### src/rtl/cla_wide_seq_if.sv
// Request/result bundle for cla_wide_seq: operands in, sum/flags out, each with valid/ready.
// The master side issues requests and consumes results; the slave side is the sequencer.
interface cla_wide_seq_if #(
  parameter int WIDTH = 16
);
  logic             in_valid;
  logic             in_ready;
  logic [WIDTH-1:0] a;
  logic [WIDTH-1:0] b;
  logic             sub;
  logic             out_valid;
  logic             out_ready;
  logic [WIDTH-1:0] result;
  logic             carry_out;
  logic             overflow;

  modport master (
    output in_valid, a, b, sub, out_ready,
    input  in_ready, out_valid, result, carry_out, overflow
  );

  modport slave (
    input  in_valid, a, b, sub, out_ready,
    output in_ready, out_valid, result, carry_out, overflow
  );
endinterface

### src/rtl/cla_wide_seq.sv
// Wide add/sub built from one 4-bit carry-lookahead slice reused per nibble, LSB first.
// Result valid NIB cycles after acceptance; held in DONE until out_ready, no new request taken meanwhile.
module cla_wide_seq #(
  parameter int WIDTH = 16
) (
  input  logic          clk,
  input  logic          rst,
  cla_wide_seq_if.slave io,
  output logic          busy
);
  localparam int NIB  = WIDTH / 4;
  localparam int IDXW = (NIB > 1) ? $clog2(NIB) : 1;

  typedef enum logic [1:0] {IDLE, RUN, DONE} state_t;

  state_t           state_q, state_d;
  logic [WIDTH-1:0] a_q, a_d;
  logic [WIDTH-1:0] b_q, b_d;
  logic             carry_q, carry_d;
  logic [IDXW-1:0]  idx_q, idx_d;
  logic [WIDTH-1:0] result_q, result_d;
  logic             carry_out_q, carry_out_d;
  logic             overflow_q, overflow_d;
  logic             out_valid_q, out_valid_d;

  logic [3:0] nib_a, nib_b, g, p, s;
  logic [4:0] c;
  logic       last;

  // Carry-lookahead slice over the currently selected nibble.
  always_comb begin
    nib_a = a_q[4*idx_q +: 4];
    nib_b = b_q[4*idx_q +: 4];
    g     = nib_a & nib_b;
    p     = nib_a ^ nib_b;
    c[0]  = carry_q;
    c[1]  = g[0] | (p[0] & c[0]);
    c[2]  = g[1] | (p[1] & g[0]) | (p[1] & p[0] & c[0]);
    c[3]  = g[2] | (p[2] & g[1]) | (p[2] & p[1] & g[0]) | (p[2] & p[1] & p[0] & c[0]);
    c[4]  = g[3] | (p[3] & g[2]) | (p[3] & p[2] & g[1]) | (p[3] & p[2] & p[1] & g[0])
          | (p[3] & p[2] & p[1] & p[0] & c[0]);
    s     = p ^ c[3:0];
    last  = (idx_q == IDXW'(NIB - 1));
  end

  always_comb begin
    state_d     = state_q;
    a_d         = a_q;
    b_d         = b_q;
    carry_d     = carry_q;
    idx_d       = idx_q;
    result_d    = result_q;
    carry_out_d = carry_out_q;
    overflow_d  = overflow_q;
    out_valid_d = out_valid_q;
    case (state_q)
      IDLE: begin
        if (io.in_valid) begin
          // Subtraction is A + ~B + 1: invert B here and seed the carry with sub.
          a_d     = io.a;
          b_d     = io.b ^ {WIDTH{io.sub}};
          carry_d = io.sub;
          idx_d   = '0;
          state_d = RUN;
        end
      end
      RUN: begin
        result_d[4*idx_q +: 4] = s;
        carry_d                = c[4];
        idx_d                  = idx_q + IDXW'(1);
        if (last) begin
          carry_out_d = c[4];
          overflow_d  = (a_q[WIDTH-1] == b_q[WIDTH-1]) & (s[3] != a_q[WIDTH-1]);
          out_valid_d = 1'b1;
          state_d     = DONE;
        end
      end
      DONE: begin
        if (io.out_ready) begin
          out_valid_d = 1'b0;
          state_d     = IDLE;
        end
      end
      default: state_d = IDLE;
    endcase
  end

  always_ff @(posedge clk) begin
    if (rst) begin
      state_q     <= IDLE;
      a_q         <= '0;
      b_q         <= '0;
      carry_q     <= 1'b0;
      idx_q       <= '0;
      result_q    <= '0;
      carry_out_q <= 1'b0;
      overflow_q  <= 1'b0;
      out_valid_q <= 1'b0;
    end else begin
      state_q     <= state_d;
      a_q         <= a_d;
      b_q         <= b_d;
      carry_q     <= carry_d;
      idx_q       <= idx_d;
      result_q    <= result_d;
      carry_out_q <= carry_out_d;
      overflow_q  <= overflow_d;
      out_valid_q <= out_valid_d;
    end
  end

  assign io.in_ready  = (state_q == IDLE);
  assign io.out_valid = out_valid_q;
  assign io.result    = result_q;
  assign io.carry_out = carry_out_q;
  assign io.overflow  = overflow_q;
  assign busy         = (state_q != IDLE);
endmodule

### src/flat_wrapper.sv
// flat-port wrapper written by rule: the top's interface ports become plain ports
module cla_wide_seq_flat 
#(
  parameter int WIDTH = 16
)
  (clk, rst, busy, io_in_valid, io_a, io_b, io_sub, io_out_ready, io_in_ready, io_out_valid, io_result, io_carry_out, io_overflow);
  cla_wide_seq_if #(.WIDTH(WIDTH)) io_i ();
  input  logic clk;
  input  logic rst;
  output logic busy;
  input wire logic [$bits(io_i.in_valid)-1:0] io_in_valid;
  input wire logic [$bits(io_i.a)-1:0] io_a;
  input wire logic [$bits(io_i.b)-1:0] io_b;
  input wire logic [$bits(io_i.sub)-1:0] io_sub;
  input wire logic [$bits(io_i.out_ready)-1:0] io_out_ready;
  output wire logic [$bits(io_i.in_ready)-1:0] io_in_ready;
  output wire logic [$bits(io_i.out_valid)-1:0] io_out_valid;
  output wire logic [$bits(io_i.result)-1:0] io_result;
  output wire logic [$bits(io_i.carry_out)-1:0] io_carry_out;
  output wire logic [$bits(io_i.overflow)-1:0] io_overflow;
  assign io_i.in_valid = io_in_valid;
  assign io_i.a = io_a;
  assign io_i.b = io_b;
  assign io_i.sub = io_sub;
  assign io_i.out_ready = io_out_ready;
  assign io_in_ready = io_i.in_ready;
  assign io_out_valid = io_i.out_valid;
  assign io_result = io_i.result;
  assign io_carry_out = io_i.carry_out;
  assign io_overflow = io_i.overflow;
  cla_wide_seq #(.WIDTH(WIDTH)) u_core (.clk(clk), .rst(rst), .io(io_i), .busy(busy));
endmodule
### config.mk
export PLATFORM = sky130hd
export DESIGN_NAME = cla_wide_seq_flat
export DESIGN_NICKNAME = d
export VERILOG_FILES = /design/src/rtl/cla_wide_seq_if.sv /design/src/rtl/cla_wide_seq.sv /design/src/flat_wrapper.sv
export SDC_FILE = /design/constraint.sdc
export NUM_CORES = 1
export LEC_CHECK = 0
export BUFFER_PORTS_ARGS = -buffer_cell sky130_fd_sc_hd__buf_2
export CAP_MARGIN = 30
export CORE_MARGIN = 3
export CORE_UTILIZATION = 45
export CTS_CLUSTER_DIAMETER = 80
export DETAILED_ROUTE_END_ITERATION = 16
export PLACE_DENSITY = 0.68
export SETUP_SLACK_MARGIN = 0.5
export SYNTH_ARGS = -nofsm -noshare
export SYNTH_HDL_FRONTEND = slang
export SYNTH_SLANG_ARGS = --single-unit
### constraint.sdc
create_clock -name clk -period 3.4 [get_ports clk]
set_input_delay 0.17 -clock clk [delete_from_list [all_inputs] [get_ports clk]]
set_output_delay 0.17 -clock clk [all_outputs]
set_load 0.1 [all_outputs]
After elaboration in Yosys (flattened, before gate mapping) --
Cells that the tools add are included.
Cells by class: bitwise logic cells 31, equal/unequal tests 8, $add $sub $neg 2, shifts and indexed selects 4, muxes and demuxes 12, reduce and logical (&&, ||, !) cells 9
Operators with widths (count):
- $neg A4 Y34 | 1
- $shift A4 B34 Y16 const A | 1
- $shiftx A4 B34 Y16 | 1
- $shiftx A16 B5 Y4 | 2
- $and A1 B1 Y1 | 17
- $bwmux W16 | 1
- $xor A16 B16 Y16 | 1
- $or A1 B1 Y1 | 10
- $mux W2 | 4
- $xor A4 B4 Y4 | 2
- $pmux W2 S3 | 1
- $reduce_and A2 Y1 | 3
- $reduce_and A3 Y1 | 2
- $reduce_bool A2 Y1 | 3
- $and A4 B4 Y4 | 1
- $eq A2 B2 Y1 const B | 2
- $ne A2 B2 Y1 const B | 2
- $pmux W1 S2 | 2
- $pmux W2 S2 | 1
- $mux W1 | 3
- $add A2 B1 Y2 const B | 1
- $eq A2 B1 Y1 const B | 1
- $logic_not A2 Y1 | 1
- $ne A2 B1 Y1 const B | 1
- other kinds (2) | 2
Storage, ports and cells: logic and storage cells 75, input port bits 37, register bits 56

Longest topological paths before layout --
Gate-level depths: netlist of run 1.
word-level depth 9, gate-level depth with buffers 7, depth with buffers taken out 6

Worst setup path after synthesis of run 1 --
No wires, ideal clock.
path kind reg-to-output, start register u_core.state_q[0], end output port busy, arrival time 2.722 ns, path slack 0.508 ns, stages on the path, launching flop included 4, buffers on the path 1, path through dfxtp_1 -> buf_4 -> nor2_1 -> inv_1
Between the ends: cells in the longest elaborated chain, start to end 1
RTL lines:
- from (decl) | line cla_wide_seq.sv:16 | state_t state_q, state_d;
- from (signal assigned) | line cla_wide_seq.sv:100 | state_q <= state_d;
- $reduce_bool A2 Y1 | line cla_wide_seq.sv:117 | assign busy = (state_q != IDLE);
- to (decl) | line flat_wrapper.sv:10 | output logic busy;
Every way passes these cells.

Final worst setup path of run 1 --
start register u_core.idx_q[0], end register u_core.overflow_q, in the netlist u_core.io.overflow
Between the ends: cells in the longest elaborated chain, start to end 9, elaborated cells between the ends (all ways) 17
RTL lines:
- from (decl) | line cla_wide_seq.sv:20 | logic [IDXW-1:0] idx_q, idx_d;
- from (signal assigned) | line cla_wide_seq.sv:104 | idx_q <= idx_d;
- $shiftx A16 B5 Y4, on equally long branches | line cla_wide_seq.sv:32, cla_wide_seq.sv:33
- $xor A4 B4 Y4 or $and A4 B4 Y4 (tied branches) | line cla_wide_seq.sv:35, cla_wide_seq.sv:34
- $and A1 B1 Y1 | line cla_wide_seq.sv:39 | c[3] = g[2] | (p[2] & g[1]) | (p[2] & p[1] & g[0]) | (p[2] & p[1] & p[0] & c[0]);
- $or A1 B1 Y1 or $and A1 B1 Y1 (tied branches) (2 in a row) | line cla_wide_seq.sv:39
- $or A1 B1 Y1 | line cla_wide_seq.sv:39
- $xor A4 B4 Y4 | line cla_wide_seq.sv:42 | s = p ^ c[3:0];
- $ne A1 B1 Y1 | line cla_wide_seq.sv:73 | overflow_d = (a_q[WIDTH-1] == b_q[WIDTH-1]) & (s[3] != a_q[WIDTH-1]);
- $and A1 B1 Y1 | line cla_wide_seq.sv:73
- to (signal assigned) | line cla_wide_seq.sv:107 | overflow_q <= overflow_d;
- to (decl) | line cla_wide_seq.sv:23 | logic overflow_q, overflow_d;
Several ways; a longest one is shown, not always the timed one. A chain may end at the register's enable or synchronous reset.

==> flow_summary_export.csv, run 1 <==
group,metric,value,unit
timing,rsz0062_at_grt,"no",
setup_path,cp-start-kind,"flop",
detailed_routing,drtIter0Drc,102,
timing,period_minus_slack,2596,ps
detailed_routing,avgViaCountPerCell,5.223,
clock_network,cts-root-buf,"clkbuf_8",
timing,fin_crit_sh,76.36,%
yosys,synth_fp_nets,331,
clock_network,cts.clk_slew.worst_paths,100,ps
run_status,status,"finished clean",
clock_network,cts_buffer_depth,2,
timing,setup_tns,0,ps
floorplanning,row_count,27,
placement,post-place-ws,612.5,ps
clock_network,cts-resized-gates,0,
yosys,postSynthCellCount,283,
setup_path,crit_type,"reg -> reg",
floorplanning,die_y,83.62,µm
detailed_routing,drc_errors,0,
detailed_routing,first_pass_iters,4,
global_route,overflow,0,
floorplanning,core,0.005675,mm²
yosys,yosysWarnings,0,
global_route,grt_max_degree,57,
yosys,seq_area_frac_synth,41.35,%
setup_path,r2r_cells,7,
yosys,ys_seq_elements,56,
power,powerDensity,441.2,mW/mm²
timing,setup_viol,0,
final_layout,num_antenna_cells,0,
final_layout,fill_cells,536,
min_path,min_to,"u_core.a_q[12]",
placement,io_buffer_count,57,
floorplanning,die-area,0.006992,mm²
setup_path,worstPathArrival,2810,ps
setup_path,end_kind,"flop",
timing,clock.fmax,0.3852,GHz
detailed_routing,ant_nets,0,
detailed_routing,vias,2110,
detailed_routing,drt_wl_total,5602,µm
global_route,grt_pass1_wl,9604,µm
min_path,min_path_cells,3,
power,peakVddDrop,0.2193,mV
placement,post-place-cells,396,
yosys,avgSynthCellArea,9.581,µm²
timing,fin_skew,4.542,ps
power,finalPower,1370,µW
clock_network,htreeDepth,2,
final_layout,finalNetCount,379,
final_layout,final_cells,404,
min_path,worstHoldStart,"io_a[12]",
placement,globalplace.congestion,0.7961,
timing,maxSlewViolCount,0,
min_path,hp-class,"in -> reg",
timing,hold_slack,90.92,ps
placement,dp_hpwl,3985,µm
yosys,synth_cell_types,38,
clock_network,cts_tree,"yes",
clock_network,cts_hold_buffers,0,
clock_network,clk_latency,310,ps
setup_path,crit_path_max_fanout,9,
final_layout,drive_gt1_share,26.51,%
clock_network,clock-sinks,56,
power,p_leak,0.001319,µW
yosys,syn_area,0.002711,mm²
final_layout,syn2layout_area_growth,14.54,%
floorplanning,initial_core_util,47.77,%
global_route,grt_use_total,16.44,%
timing,hold_viol_final,0,
timing,worst_pin_slew,997.3,ps
global_route,antenna_found_initial,0,
flow_run,max_cap_viol_count,0,
setup_path,ff2ff_setup_slack,800,ps
floorplanning,ios,58,
timing,setup_ws,803.7,ps
setup_path,r2r_start,"u_core.idx_q[0]",
setup_path,cp.required,3620,ps
global_route,grt_pass1_vias,2039,
detailed_routing,detail_route.wl_per_cell,13.87,µm
setup_path,r2r-end,"u_core.io.overflow",
floorplanning,die_width,83.62,µm
timing,relSlewSlack,33.51,%
clock_network,postCtsSetupBuffers,0,
clock_network,numCtsBuffers,5,
-- sequential cells by signal (all words and copies together) (netlist names) --
signal	cells
u_core.io.carry_out	1
u_core.carry_q	1
u_core.state_q	2
u_core.idx_q	2
u_core.a_q	16
u_core.io.out_valid	1
u_core.io.result	16
u_core.io.overflow	1
u_core.b_q	16
-- logic make-up (layout without fill, tap and decap cells) --
logic type	Yosys count	count (layout)	share of synthesized area (%)
AND/OR/NAND/NOR	104	104	21.37
AO/OA/AOI/OAI	65	65	15.87
flip-flops	56	56	41.35
buffers and inverters	22	71	3.922
XOR/XNOR	17	17	5.491
adder cells (fa/ha/maj)	11	11	5.353
multiplexers	8	8	6.645
-- synthesized netlist by cell type --
library cell / n / share of area, %
clkbuf_1: 9 / 1.2
or2_2: 1 / 0.23
mux4_2: 8 / 6.6
a311oi_1: 1 / 0.32
fa_1: 1 / 0.74
inv_1: 3 / 0.42
nor2b_1: 1 / 0.23
nand3b_4: 3 / 2.2
o21ai_1: 2 / 0.37
nor2_1: 40 / 5.5
and2_1: 1 / 0.23
nor3b_4: 1 / 0.69
a32oi_1: 4 / 1.3
buf_2: 4 / 0.74
xnor2_1: 16 / 5.2
a211o_1: 1 / 0.32
a31o_1: 1 / 0.32
a22oi_1: 9 / 2.5
nand3_1: 1 / 0.18
a21o_1: 2 / 0.55
a211oi_1: 16 / 4.4
nor4_4: 1 / 0.78
a31o_2: 1 / 0.32
dfxtp_1: 56 / 41
inv_2: 1 / 0.14
xor2_1: 1 / 0.32
a211oi_2: 1 / 0.46
nand2_1: 40 / 5.5
buf_4: 5 / 1.4
nor4b_4: 3 / 2.6
and4_1: 1 / 0.32
nand4_2: 1 / 0.46
nand2b_1: 3 / 0.69
nor3_1: 1 / 0.18
ha_1: 10 / 4.6
nand4_1: 5 / 1.2
a21oi_1: 27 / 5.0
nand3b_1: 1 / 0.28
-- cell type report --
class	count	area, µm²	area share (%)
timing repair buffer	59	300.3	9.670
sequential	56	1122	36.14
clock inverter	1	7.507	0.2417
tap	72	90.09	2.901
multi-input combinational	205	1484	47.78
clock buffer	7	86.33	2.780
inverter	4	15.01	0.4835
-- cells in the final DEF, fill, tap and decap left out, types with 2 or more instances in the layout --
master | Yosys | final
nand4_1 | 5 | 5
ha_1 | 10 | 10
a22oi_1 | 9 | 9
nand2b_1 | 3 | 3
a211oi_1 | 16 | 16
nand3b_4 | 3 | 3
a32oi_1 | 4 | 4
xnor2_1 | 16 | 16
clkbuf_8 | 0 | 6
inv_1 | 3 | 3
a21o_1 | 2 | 2
dfxtp_1 | 56 | 55
buf_4 | 5 | 2
a21oi_1 | 27 | 27
nor4b_4 | 3 | 3
o21ai_1 | 2 | 2
buf_2 | 4 | 57
mux4_2 | 8 | 8
nor2_1 | 40 | 40
nand2_1 | 40 | 40
-- stage by stage --
stage	area [µm²]	util (%)
after floorplan	2711	-
after global placement	3010	53.04
after detailed placement	3010	53.04
after CTS	3104	54.70
after global routing	3105	54.72
final	3105	54.72
-- critical path: stages, from the launching register on --
cell and delay (ps):
dfxtp_2 500, buf_4 250, mux4_2 530, ha_1 390, o21ai_1 90, o21ai_1 350
nand4_1 140, a311oi_1 260
-- worst max-delay path by stage --
stage                            startpoint                  to  slack (ps)  cells after the start
after floorplan           u_core.state_q[0]                busy         510                      3
after global placement      u_core.idx_q[0]  u_core.io.overflow         670                      7
after detailed placement    u_core.idx_q[0]  u_core.io.overflow         610                      7
after CTS                   u_core.idx_q[0]  u_core.io.overflow         600                      7
after global routing        u_core.idx_q[0]  u_core.io.overflow         590                      7
final                       u_core.idx_q[0]  u_core.io.overflow         800                      7
-- metal layers --
layer	up-vias	wire (µm)	global-route usage (%)	share of wire, %
met5	-	0	0	0
met4	0	62	3.947	1.1
met3	8	307	4.640	5.5
met2	50	2542	25.96	45
met1	955	2689	22.25	48
li1	1097	-	-	-
-- power breakdown --
| part | internal (µW) | switching, µW |
|---|---|---|
| clock | 166 | 210 |
| sequential | 691 | 29.1 |
| combinational | 106 | 168 |
Note: power is estimated with default switching activity, not from simulation.
==> run 2: changes to the inputs <==
--- a/config.mk
+++ b/config.mk
@@ -11,7 +11,7 @@
 export CORE_UTILIZATION = 45
 export CTS_CLUSTER_DIAMETER = 80
 export DETAILED_ROUTE_END_ITERATION = 16
-export PLACE_DENSITY = 0.68
+export PLACE_DENSITY = 0.71
 export SETUP_SLACK_MARGIN = 0.5
 export SYNTH_ARGS = -nofsm -noshare
 export SYNTH_HDL_FRONTEND = slang
==> constraint.sdc (replaced) <==
create_clock -name clk -period 2.3 [get_ports clk]
set_input_delay 0.115 -clock clk [delete_from_list [all_inputs] [get_ports clk]]
set_output_delay 0.115 -clock clk [all_outputs]
set_load 0.1 [all_outputs]
==> run 2 against run 1 <==
Effect of this change:
- maximum frequency rose by 21%
- register-to-register slack got worse by 650 ps
- sequential cell count did not move
- global-route usage rose by 0.94 points
- final area rose by 9.0%
- clock skew rose by 1.1 ps
- non-clock buffer count rose by 16
- clock power rose by 54%
==> flow_summary_export.csv, run 2 (synthesized netlist as in run 1, its figures left out) <==
group,metric,value,unit
run_status,status,"finished clean",
floorplanning,die-area,0.006992,mm²
detailed_routing,detail_route.wl_per_cell,14.24,µm
final_layout,drive_gt1_share,34.48,%
floorplanning,initial_core_util,47.77,%
setup_path,critPathSlowestCell,"mux4_2",
timing,fin_crit_sh,93.35,%
power,p_leak,0.001415,µW
power,peakVddDrop,0.3389,mV
global_route,overflow,0,
detailed_routing,drt_wl_total,5981,µm
global_route,grt_max_degree,37,
timing,setup_ws,153.0,ps
floorplanning,core,0.005675,mm²
clock_network,cts_hold_buffers,0,
clock_network,numCtsBuffers,5,
timing,relSlewSlack,61.54,%
final_layout,fill_cells,506,
flow_run,max_cap_viol_count,0,
setup_path,crit_family,"compound AO/OA/AOI/OAI gates",
timing,worst_pin_slew,575.5,ps
detailed_routing,drtIter0Drc,106,
setup_path,cp.required,2490,ps
setup_path,crit_chain,"mux4_2, ha_4, a21o_1, a211o_1, a32oi_2, nor2_1",
global_route,grt_pass1_vias,2146,
detailed_routing,vias,2245,
power,sw_frac_of_total,30.81,%
timing,maxSlewViolCount,0,
timing,hold_viol_final,0,
detailed_routing,avgViaCountPerCell,5.345,
detailed_routing,drc_errors,0,
setup_path,crit_type,"reg -> reg",
power,intPower,1492,µW
floorplanning,ios,58,
setup_path,path_buf_inv,0,
timing,setup_tns,0,ps
power,p_sw,664.1,µW
floorplanning,row_count,27,
setup_path,crit_path_max_fanout,5,
timing,period_minus_slack,2147,ps
final_layout,finalNetCount,395,
global_route,grt_use_total,17.38,%
clock_network,clk_latency,310,ps
final_layout,final_common_cell,"buf_2",
final_layout,most-common-layout-cells,"buf_2, dfxtp_1, nor2_1, nand2_1, a21oi_1",
placement,globalplace.congestion,0.8135,
placement,dp_hpwl,4378,µm
clock_network,cts_tree,"yes",
clock_network,cts-root-buf,"clkbuf_8",
final_layout,final_util,59.66,%
timing,hold_slack,30.56,ps
clock_network,clock-sinks,56,
final_layout,syn2layout_area_growth,24.87,%
power,powerDensity,636.7,mW/mm²
floorplanning,die_y,83.62,µm
floorplanning,die_width,83.62,µm
detailed_routing,first_pass_iters,4,
power,p_seq_share,49.1,%
timing,setup_viol,0,
global_route,antenna_found_initial,0,
global_route,grt_pass1_wl,9977,µm
timing,rsz0062_at_grt,"yes",
min_path,hp-class,"in -> reg",
timing,fin_skew,5.658,ps
setup_path,worstPathArrival,2340,ps
power,p_comb_share,24.1,%
power,p_clk_share,26.8,%
clock_network,htreeDepth,2,
setup_path,cp-start-kind,"flop",
placement,post-place-ws,78.10,ps
detailed_routing,ant_nets,0,
setup_path,critPathMaxStageDelay,550,ps
placement,io_buffer_count,57,
setup_path,end_kind,"flop",
final_layout,num_antenna_cells,0,
timing,clock.fmax,0.4658,GHz
clock_network,cts_buffer_depth,2,
clock_network,cts.clk_slew.worst_paths,100,ps
## run 2: area by class of cell
class / count / area, µm² / area share (%)
clock buffers: 6 / 82.58 / 2.439
inverters: 4 / 15.01 / 0.4435
flip-flops and latches: 56 / 1125 / 33.22
repair buffers: 75 / 435.4 / 12.86
well taps: 72 / 90.09 / 2.661
clock inverters: 2 / 13.76 / 0.4065
multi-input cells: 205 / 1624 / 47.97
## run 2: tightest hold or removal path: stages
cell,delay [ps]
buf_2,90
nand2_1,50
a21oi_1,50
## run 2: timing repair
| action | CTS | global route |
|---|---|---|
| setup endpoints to repair | 19 | 19 |
| pin swaps | 6 | 14 |
| resized for setup | 5 | 12 |
| buffers inserted | 5 | 3 |
## run 2: power groups by stage
stage	logic (µW)	clock network (µW)	registers, µW
3_5_place_dp	458	0	1080
3_3_place_gp	447	0	1080
4_1_cts	485	604	1060
6_report	519	579	1060
2_1_floorplan	331	0	1100
5_1_grt	562	620	1070
## run 2: routing by layer
metal | track usage (%) | wire, µm
met5 | 0 | 0
met4 | 5.702 | 87
met3 | 3.455 | 281
met2 | 28.49 | 2758
met1 | 22.91 | 2854
## run 2: path summary, 6_finish.rpt
check,slack [ps],startpoint,cells past startpoint,endpoint
min reg2reg,460,u_core.a_q[9],2,u_core.a_q[9]
min,30,io_a[10],3,u_core.a_q[10]
max reg2reg,150,u_core.idx_q[0],6,u_core.io.result[6]
max,150,u_core.idx_q[0],6,u_core.io.result[6]
## run 2: metrics by stage
step / instance area, µm² / power [µW] / cells
after global placement: 3143 / 1531 / 404
after detailed placement: 3143 / 1541 / 404
after CTS: 3298 / 2146 / 417
after global routing: 3386 / 2247 / 420
after floorplan: 2791 / 1432 / 283
final: 3386 / 2156 / 420
